**config.mk**
```make
export PLATFORM = sky130hd
export DESIGN_NAME = rv_test_monitor_flat
export DESIGN_NICKNAME = d
export VERILOG_FILES = /design/src/rtl/rv_test_monitor_if.sv /design/src/rtl/rv_test_monitor.sv /design/src/flat_wrapper.sv
export SDC_FILE = /design/constraint.sdc
export NUM_CORES = 1
export LEC_CHECK = 0
export CORE_UTILIZATION = 57
export DETAILED_ROUTE_END_ITERATION = 8
export PLACE_DENSITY = 0.83
export RECOVER_POWER = 25
export SLEW_MARGIN = 20
export SYNTH_ARGS = -nofsm -noshare
export SYNTH_HDL_FRONTEND = slang
export SYNTH_SLANG_ARGS = --single-unit
```
**constraint.sdc**
```tcl
create_clock -name clk -period 11.08 [get_ports clk]
set_clock_uncertainty 0.2 [all_clocks]
set_input_delay 2.216 -clock clk [delete_from_list [all_inputs] [get_ports clk]]
set_output_delay 2.216 -clock clk [all_outputs]
set_load 0.03 [all_outputs]
```
**src/rtl/rv_test_monitor_if.sv**
```systemverilog
// Bundle between a core's register-file write port and the self-test monitor.
// Status outputs are driven by the monitor and read by the SoC or bench.
interface rv_test_monitor_if #(
    parameter int XLEN   = 32,
    parameter int REG_AW = 5,
    parameter int CNT_W  = 32
);
    // rf_we qualifies rf_waddr/rf_wdata in the cycle it is high (valid-only,
    // no ready: the monitor never stalls the core); start is a one-cycle pulse.
    logic              start;
    logic              rf_we;
    logic [REG_AW-1:0] rf_waddr;
    logic [XLEN-1:0]   rf_wdata;
    logic              busy;
    logic              done;
    logic              pass;
    logic              fail;
    logic              timeout;
    logic [XLEN-1:0]   result;
    logic [CNT_W-1:0]  cycle_count;

    modport master (
        output start, rf_we, rf_waddr, rf_wdata,
        input  busy, done, pass, fail, timeout, result, cycle_count
    );

    modport slave (
        input  start, rf_we, rf_waddr, rf_wdata,
        output busy, done, pass, fail, timeout, result, cycle_count
    );
endinterface

```
**src/rtl/rv_test_monitor.sv**
```systemverilog
// Pass/fail/timeout monitor for core self-test programs: shadows the "done"
// and "result" registers from the register-file write port and issues a verdict.
module rv_test_monitor #(
    parameter int XLEN           = 32,
    parameter int REG_AW         = 5,
    parameter int DONE_REG       = 26,
    parameter int RESULT_REG     = 27,
    parameter int SETTLE_CYCLES  = 5,
    parameter int TIMEOUT_CYCLES = 1000,
    parameter int CNT_W          = 32
) (
    input  logic               clk,
    input  logic               rst,
    rv_test_monitor_if.slave   bus,
    output logic [2:0]         dbg_state
);
    localparam logic [2:0] S_IDLE    = 3'd0;
    localparam logic [2:0] S_RUN     = 3'd1;
    localparam logic [2:0] S_SETTLE  = 3'd2;
    localparam logic [2:0] S_PASS    = 3'd3;
    localparam logic [2:0] S_FAIL    = 3'd4;
    localparam logic [2:0] S_TIMEOUT = 3'd5;

    localparam int SW = (SETTLE_CYCLES > 1) ? $clog2(SETTLE_CYCLES) : 1;
    localparam logic [SW-1:0]     SETTLE_LAST = SW'(SETTLE_CYCLES - 1);
    localparam logic [CNT_W-1:0]  TMO_LAST    = CNT_W'(TIMEOUT_CYCLES - 1);
    localparam logic [REG_AW-1:0] DONE_IDX    = REG_AW'(DONE_REG);
    localparam logic [REG_AW-1:0] RES_IDX     = REG_AW'(RESULT_REG);

    logic [2:0]       state;
    logic [XLEN-1:0]  done_sh;
    logic [XLEN-1:0]  res_sh;
    logic [XLEN-1:0]  result_q;
    logic [SW-1:0]    settle_cnt;
    logic [CNT_W-1:0] cycle_cnt;
    logic             active;
    logic             done_is_one;
    logic             verdict;
    logic             tmo;
    logic             wr_ok;

    assign active      = (state == S_RUN) || (state == S_SETTLE);
    assign done_is_one = (done_sh == XLEN'(1));
    assign verdict     = (state == S_SETTLE) && done_is_one && (settle_cnt == SETTLE_LAST);
    // A verdict landing on the last budget cycle takes precedence over timeout.
    assign tmo         = active && (cycle_cnt == TMO_LAST) && !verdict;
    assign wr_ok       = active && bus.rf_we && (bus.rf_waddr != '0);

    always_ff @(posedge clk or posedge rst) begin
        if (rst) begin
            state      <= S_IDLE;
            done_sh    <= '0;
            res_sh     <= '0;
            result_q   <= '0;
            settle_cnt <= '0;
            cycle_cnt  <= '0;
        end else if (bus.start) begin
            state      <= S_RUN;
            done_sh    <= '0;
            res_sh     <= '0;
            result_q   <= '0;
            settle_cnt <= '0;
            cycle_cnt  <= '0;
        end else begin
            if (wr_ok && (bus.rf_waddr == DONE_IDX)) done_sh <= bus.rf_wdata;
            if (wr_ok && (bus.rf_waddr == RES_IDX))  res_sh  <= bus.rf_wdata;

            // Saturate rather than wrap so an undersized CNT_W never aliases.
            if (active && !verdict && !tmo && (cycle_cnt != '1))
                cycle_cnt <= cycle_cnt + 1'b1;

            case (state)
                S_RUN: begin
                    if (tmo) begin
                        state    <= S_TIMEOUT;
                        result_q <= res_sh;
                    end else if (done_is_one) begin
                        state      <= S_SETTLE;
                        settle_cnt <= '0;
                    end
                end
                S_SETTLE: begin
                    if (verdict) begin
                        state    <= (res_sh == XLEN'(1)) ? S_PASS : S_FAIL;
                        result_q <= res_sh;
                    end else if (tmo) begin
                        state    <= S_TIMEOUT;
                        result_q <= res_sh;
                    end else if (!done_is_one) begin
                        state      <= S_RUN;
                        settle_cnt <= '0;
                    end else begin
                        settle_cnt <= settle_cnt + 1'b1;
                    end
                end
                default: state <= state;
            endcase
        end
    end

    assign bus.busy        = active;
    assign bus.done        = (state == S_PASS) || (state == S_FAIL) || (state == S_TIMEOUT);
    assign bus.pass        = (state == S_PASS);
    assign bus.fail        = (state == S_FAIL);
    assign bus.timeout     = (state == S_TIMEOUT);
    assign bus.result      = result_q;
    assign bus.cycle_count = cycle_cnt;
    assign dbg_state       = state;
endmodule
```
**src/flat_wrapper.sv**
```systemverilog
// flat-port wrapper written by rule: the top's interface ports become plain ports
module rv_test_monitor_flat 
#(
    parameter int XLEN           = 32,
    parameter int REG_AW         = 5,
    parameter int DONE_REG       = 26,
    parameter int RESULT_REG     = 27,
    parameter int SETTLE_CYCLES  = 5,
    parameter int TIMEOUT_CYCLES = 1000,
    parameter int CNT_W          = 32
)
  (clk, rst, dbg_state, bus_start, bus_rf_we, bus_rf_waddr, bus_rf_wdata, bus_busy, bus_done, bus_pass, bus_fail, bus_timeout, bus_result, bus_cycle_count);
  rv_test_monitor_if #(.XLEN(XLEN), .REG_AW(REG_AW), .CNT_W(CNT_W)) bus_i ();
  input  logic clk;
  input  logic rst;
  output logic [2:0] dbg_state;
  input wire logic [$bits(bus_i.start)-1:0] bus_start;
  input wire logic [$bits(bus_i.rf_we)-1:0] bus_rf_we;
  input wire logic [$bits(bus_i.rf_waddr)-1:0] bus_rf_waddr;
  input wire logic [$bits(bus_i.rf_wdata)-1:0] bus_rf_wdata;
  output wire logic [$bits(bus_i.busy)-1:0] bus_busy;
  output wire logic [$bits(bus_i.done)-1:0] bus_done;
  output wire logic [$bits(bus_i.pass)-1:0] bus_pass;
  output wire logic [$bits(bus_i.fail)-1:0] bus_fail;
  output wire logic [$bits(bus_i.timeout)-1:0] bus_timeout;
  output wire logic [$bits(bus_i.result)-1:0] bus_result;
  output wire logic [$bits(bus_i.cycle_count)-1:0] bus_cycle_count;
  assign bus_i.start = bus_start;
  assign bus_i.rf_we = bus_rf_we;
  assign bus_i.rf_waddr = bus_rf_waddr;
  assign bus_i.rf_wdata = bus_rf_wdata;
  assign bus_busy = bus_i.busy;
  assign bus_done = bus_i.done;
  assign bus_pass = bus_i.pass;
  assign bus_fail = bus_i.fail;
  assign bus_timeout = bus_i.timeout;
  assign bus_result = bus_i.result;
  assign bus_cycle_count = bus_i.cycle_count;
  rv_test_monitor #(.XLEN(XLEN), .REG_AW(REG_AW), .DONE_REG(DONE_REG), .RESULT_REG(RESULT_REG), .SETTLE_CYCLES(SETTLE_CYCLES), .TIMEOUT_CYCLES(TIMEOUT_CYCLES), .CNT_W(CNT_W)) u_core (.clk(clk), .rst(rst), .bus(bus_i), .dbg_state(dbg_state));
endmodule
```
==> metrics.txt, run 1 <==
CP endpoint kind=register; drt drc=0; length of the first detailed-routing pass in iterations=5; Avg WL per Cell=around 17 um; Clock Sinks=~130; Post-Syn Nets=approximately 750; Clock transition at path regs=0.06 ns; setup TNS=0 ns; hold_buf cts=0; f_max=between 150 and 200 MHz; first-pass GRT wire length=about 26000 um; syn avg cell area=between 8 and 9 um2; Post-synth EDFFs=0; DRT Wirelength=about 16000 um; Via density=between 6 and 7; layout cell share with drive strength beyond 1=approximately 6.9%; post-DP HPWL=between 10000 and 15000 um; H-tree lvl count=4; largest net degree at the start of global routing=slightly below 80; Seq/Total Area, Yosys=between 50% and 60%; CP Launch Type=input pin; 1st-iter DRT viols=roughly 500; initial antenna violation count=0; worst path arrival time=about 5.7 ns; synthesized flop and latch total=~130; Post-Syn Instances=a little over 700; post-cts gate resize count=0; relative slew slack=-108%; area of the multi-input gates=about 2700 um2; Area Overhead vs Synth=27.1%; remaining antenna violation count=0; max-cap viol count=2; warnings from Yosys=0; Core Area=~10000 um2; synthesized area=approximately 6300 um2; pin slew with the least headroom to its limit=approximately 3.1 ns; Hold Fails Final Rpt=0; Initial Utilization=about three fifths; Max Slew Vio Count=between 100 and 150; critical path fanouts, max=72; clock latency on the worst-skew pair=about 0.53 ns; GPL Wtd Cong=roughly 0.87; Filler Cell Count=~750; Cell Count, Final, Fillers Out=950; DIE AREA=around 11000 um2; crit share post-route=roughly 49%; # IOs=~110; TritonCTS Buffers=17; Row Count=37; total track usage=around 30%; synth unique cells=between 40 and 50; Worst EP required=approximately 11 ns; Final #Nets=around 850; most common cell after layout, fill and taps aside=nand2_1; CTS tree=built; min-delay worst type=reg2reg; Power Total=1.26 mW; ys flop type=dfrtp_1; total vias in the final route=5809; violated checks=capacitance limit, slew limit; Die Y=roughly 110 um; Sequential Area=around 3400 um2; pwr/cell area=roughly 160 nW/um2; number of global-route vias before repair=5483; Leakage=around 3.1 nW; Placed Cells=around 900; Inserted Diodes=0; commonest cells after routing, fill and taps aside=nand2_1, dfrtp_1, a21oi_1; RSZ-0062 raised after global routing=no; outcome=finished, violations left; Worst VDD drop=between 0.00015 and 0.0002 V; total setup buffers inserted after CTS=0; # port buffers=about 110; share of flip-flops with an asynchronous set or reset=100%; grt ovf=0; root buffer cell=clkbuf_8; CTS max path bufs=2; Die Width=approximately 110 um; CP Class=in2reg; Setup violations, final=0; min Tclk post-route=between 5 and 6 ns
per-stage QoR:
step | setup slack (ns) | util (%) | area (um2) | hold slack, ns
floorplan | 5.08 | - | 6260 | 0.295
global placement | 6.62 | 70.7 | 7400 | 0.306
detailed placement | 6.46 | 70.7 | 7400 | 0.315
CTS | 6.46 | 76.0 | 7960 | 0.322
global route | 5.37 | 76.0 | 7950 | 0.345
finish | 5.62 | 76.0 | 7950 | 0.323
kinds of logic (layout without fill, tap and decap cells):
logic type	Yosys count	after routing	share of synthesized area [%]
AND/OR/NAND/NOR	350	350	26.5
multiplexers	6	6	1.04
adder cells (fa/ha/maj)	3	3	0.600
flip-flops	134	134	53.6
buffers and inverters	52	159	3.82
AO/OA/AOI/OAI	158	158	13.9
XOR/XNOR	4	4	0.560
layout make-up:
type                    count  share of cell area [%]
flip-flops and latches    134                    42.2
multi-input cells         521                    33.7
repair buffers            117                    14.5
clock buffers              18                    5.38
well taps                 136                    2.14
clock inverters            14                    1.62
inverters                  10                   0.551
flip-flops by register name, indices dropped and copies added, names as in the netlist:
register,cells
u_core.dbg_state,3
u_core.res_sh,32
u_core.bus.cycle_count,32
u_core.settle_cnt,3
u_core.bus.result,32
u_core.done_sh,32
where the power goes:
part	switching (mW)	internal, mW
logic	0.145	0.0758
registers	0.0125	0.499
clock network	0.222	0.305
total	0.379	0.879
path summary, 6_finish.rpt:
| path | startpoint | end | slack (ns) | cells after the start |
|---|---|---|---|---|
| setup reg to reg | u_core.done_sh[3] | u_core.bus.result[6] | 7.85 | 6 |
| setup / recovery | bus_start | u_core.bus.cycle_count[28] | 5.62 | 4 |
| hold / removal | u_core.bus.result[12] | u_core.bus.result[12] | 0.32 | 2 |
| max in group asynchronous | rst | u_core.bus.result[17] | 6.22 | 3 |
| min in group asynchronous | rst | u_core.bus.result[0] | 2.62 | 2 |
| hold reg to reg | u_core.bus.result[12] | u_core.bus.result[12] | 0.32 | 2 |
cell usage after synthesis, types with 2 or more instances:
| cell | n | area (um2) |
|---|---|---|
| nand2_1 | 211 | 792 |
| dfrtp_1 | 134 | 3350 |
| a21oi_1 | 122 | 611 |
| clkbuf_1 | 31 | 116 |
| nor4_1 | 24 | 150 |
| nor2_1 | 17 | 63.8 |
| nand4_1 | 16 | 100 |
| o21ai_0 | 15 | 75.1 |
| nand3_1 | 14 | 70.1 |
| or3_1 | 12 | 75.1 |
| nor3_1 | 10 | 50.1 |
| inv_1 | 9 | 33.8 |
| or4_1 | 9 | 67.6 |
| nor2b_1 | 7 | 43.8 |
| nor4b_1 | 6 | 52.6 |
| o31ai_1 | 6 | 45.0 |
| a21o_1 | 4 | 30.0 |
| and3_1 | 4 | 25.0 |
| and4_1 | 4 | 35.0 |
| buf_2 | 4 | 20.0 |
| nand2b_1 | 4 | 25.0 |
| and2_1 | 3 | 18.8 |
| buf_4 | 3 | 22.5 |
| buf_6 | 3 | 33.8 |
| ha_1 | 3 | 37.5 |
| mux2_2 | 3 | 33.8 |
| xnor2_1 | 3 | 26.3 |
| mux2i_1 | 2 | 20.0 |
| nand3b_1 | 2 | 15.0 |
| o21ba_2 | 2 | 20.0 |
| o31a_1 | 2 | 17.5 |
| o41ai_1 | 2 | 17.5 |
| or2_2 | 2 | 12.5 |
layer usage:
metal / wire length (um) / up-vias / GRT usage [%]
li1: - / 2650 / -
met1: 6640 / 2808 / 40.0
met2: 8010 / 304 / 47.3
met3: 1180 / 47 / 7.29
met4: 406 / 0 / 10.3
met5: 0 / - / 0
critical path, stage by stage:
cell	delay, ns
clkbuf_1	2.16
buf_4	0.87
nor2_1	0.08
mux2_1	0.32
No activity file was read; power rests on OpenSTA's default activity.
==> run 2: changes to the inputs <==
Settings changed: CORE_UTILIZATION 57 to 53, PLACE_DENSITY 0.83 to 0.78.
Clock period 11.08 ns to 5.55 ns, I/O delays scaled along.
==> run 2 against run 1 <==
Against the previous run: the flow still finishes with violations (capacitance limit, slew limit); power up 96%; register-to-register slack worse by 5.8 ns; combinational power up 95%; wire length fell by 0.61%; clock power increased by 94%; setup slack worse by 3.9 ns; clock-buffer cell count rose by 7; via count shrank 2.6%; non-clock buffer count did not move; first-iteration DRC count fell by 9.9%; critical path type is now in2async; critical endpoint is now u_core.bus.cycle_count[23]; largest power group is now registers.
==> metrics.txt, run 2 (synthesis gave the netlist of run 1 again) <==
DIE AREA=around 12000 um2; post-cts gate resize count=0; Clock transition at path regs=~0.050 ns; Leakage=between 3 and 4 nW; total vias in the final route=around 5700; Final #Nets=845; Crit path largest cell delay=approximately 1.8 ns; critical path fanouts, max=a little over 70; pin slew with the least headroom to its limit=between 3 and 4 ns; max-cap viol count=2; min-delay worst type=reg2reg; CTS tree=built; Worst VDD drop=about 0.00024 V; DRT Wirelength=between 15000 and 20000 um; Core Area=11500 um2; Filler Cell Count=between 800 and 900; length of the first detailed-routing pass in iterations=5; # IOs=113; Post-DP Area=7410 um2; min Tclk post-route=approximately 3.8 ns; outcome=finished, violations left; f_max=roughly 260 MHz; critical path cell sequence=dlygate4sd3_1 > clkinvlp_2 > buf_4; violated checks=capacitance limit, slew limit; largest net degree at the start of global routing=92; total setup buffers inserted after CTS=0; post-DP HPWL=roughly 11000 um; Max Slew Vio Count=roughly 170; CTS max path bufs=2; Inserted Diodes=0; Row Count=39; CP Class=in2async; number of global-route vias before repair=approximately 5500; hold_buf cts=0; TritonCTS Buffers=17; CP endpoint kind=async pin; most common cell after layout, fill and taps aside=nand2_1; remaining antenna violation count=0; total track usage=between 20 and 30%; r2r setup slk=2.07 ns; first-pass GRT wire length=26700 um; Setup violations, final=0; Worst EP required=between 5 and 6 ns; Die Width=around 110 um; crit share post-route=between 60 and 70%; H-tree lvl count=4; # port buffers=112; Initial Utilization=a little over half; Clock Sinks=134; Via density=slightly below 6; Cell Count, Final, Fillers Out=between 900 and 1000; layout cell share with drive strength beyond 1=under 10%; GPL Wtd Cong=roughly 0.85; Avg WL per Cell=about 17 um; cell area after layout=just under 8000 um2; worst path arrival time=4.15 ns; grt ovf=0; setup TNS=0 ns; relative slew slack=-112%; Die Y=about 110 um; drt drc=0; CP Launch Type=input pin; RSZ-0062 raised after global routing=no; clock latency on the worst-skew pair=~0.42 ns; root buffer cell=clkbuf_16; initial antenna violation count=0; Placed Cells=slightly above 900; commonest cells after routing, fill and taps aside=nand2_1, dfrtp_1, a21oi_1; Area Overhead vs Synth=26.6%; Critical-path top delay cell=clkinvlp_2; 1st-iter DRT viols=439; pwr/cell area=between 300 and 400 nW/um2; Hold Fails Final Rpt=0
-- run 2: layout make-up --
cell class	instances	area, um2	share of cell area, %
Sequential cell	134	3350	42.3
Multi-Input combinational cell	521	2670	33.7
Timing Repair Buffer	117	1150	14.6
Clock buffer	25	475	6.00
Tap cell	143	179	2.26
Clock inverter	5	50.0	0.632
Inverter	10	43.8	0.553
-- run 2: critical path: cells and delay by family --
family | cells | cell delay (ns)
buf+inv | 3 | 3.00
-- run 2: report_power, final --
part	switching [mW]	leakage, nW	internal (mW)	total (mW)
sequential	0.0253	1.87	0.997	1.02
combinational	0.284	0.992	0.147	0.430
clock	0.390	0.261	0.631	1.02
total	0.699	3.12	1.77	2.47
-- run 2: worst paths after layout --
kind                            cells after the start                      start                         end
worst max-delay path                                3                        rst  u_core.bus.cycle_count[23]
worst min-delay path                                2      u_core.bus.result[12]       u_core.bus.result[12]
worst max register to register                      7  u_core.bus.cycle_count[0]  u_core.bus.cycle_count[21]
worst min register to register                      2      u_core.bus.result[12]       u_core.bus.result[12]
max in group clk                                    7  u_core.bus.cycle_count[0]  u_core.bus.cycle_count[21]
min in group asynchronous                           2                        rst       u_core.bus.result[12]
-- run 2: per-stage QoR --
step | hold WS (ns) | util [%] | total power [mW] | setup slack [ns]
after global routing | 0.339 | 69.1 | 2.56 | 1.19
final | 0.321 | 69.1 | 2.47 | 1.73
after detailed placement | 0.315 | 64.6 | 1.47 | 2.03
after CTS | 0.322 | 69.2 | 2.49 | 2.09
after floorplan | 0.295 | - | 1.37 | 0.657
after global placement | 0.308 | 64.6 | 1.46 | 2.16
-- run 2: metal layers --
| layer | vias up | wire (um) | global-route usage (%) |
|---|---|---|---|
| met4 | 0 | 322 | 11.3 |
| met5 | - | 0 | 0 |
| met1 | 2751 | 7030 | 36.9 |
| met2 | 236 | 7800 | 43.1 |
| li1 | 2643 | - | - |
| met3 | 26 | 980 | 5.49 |
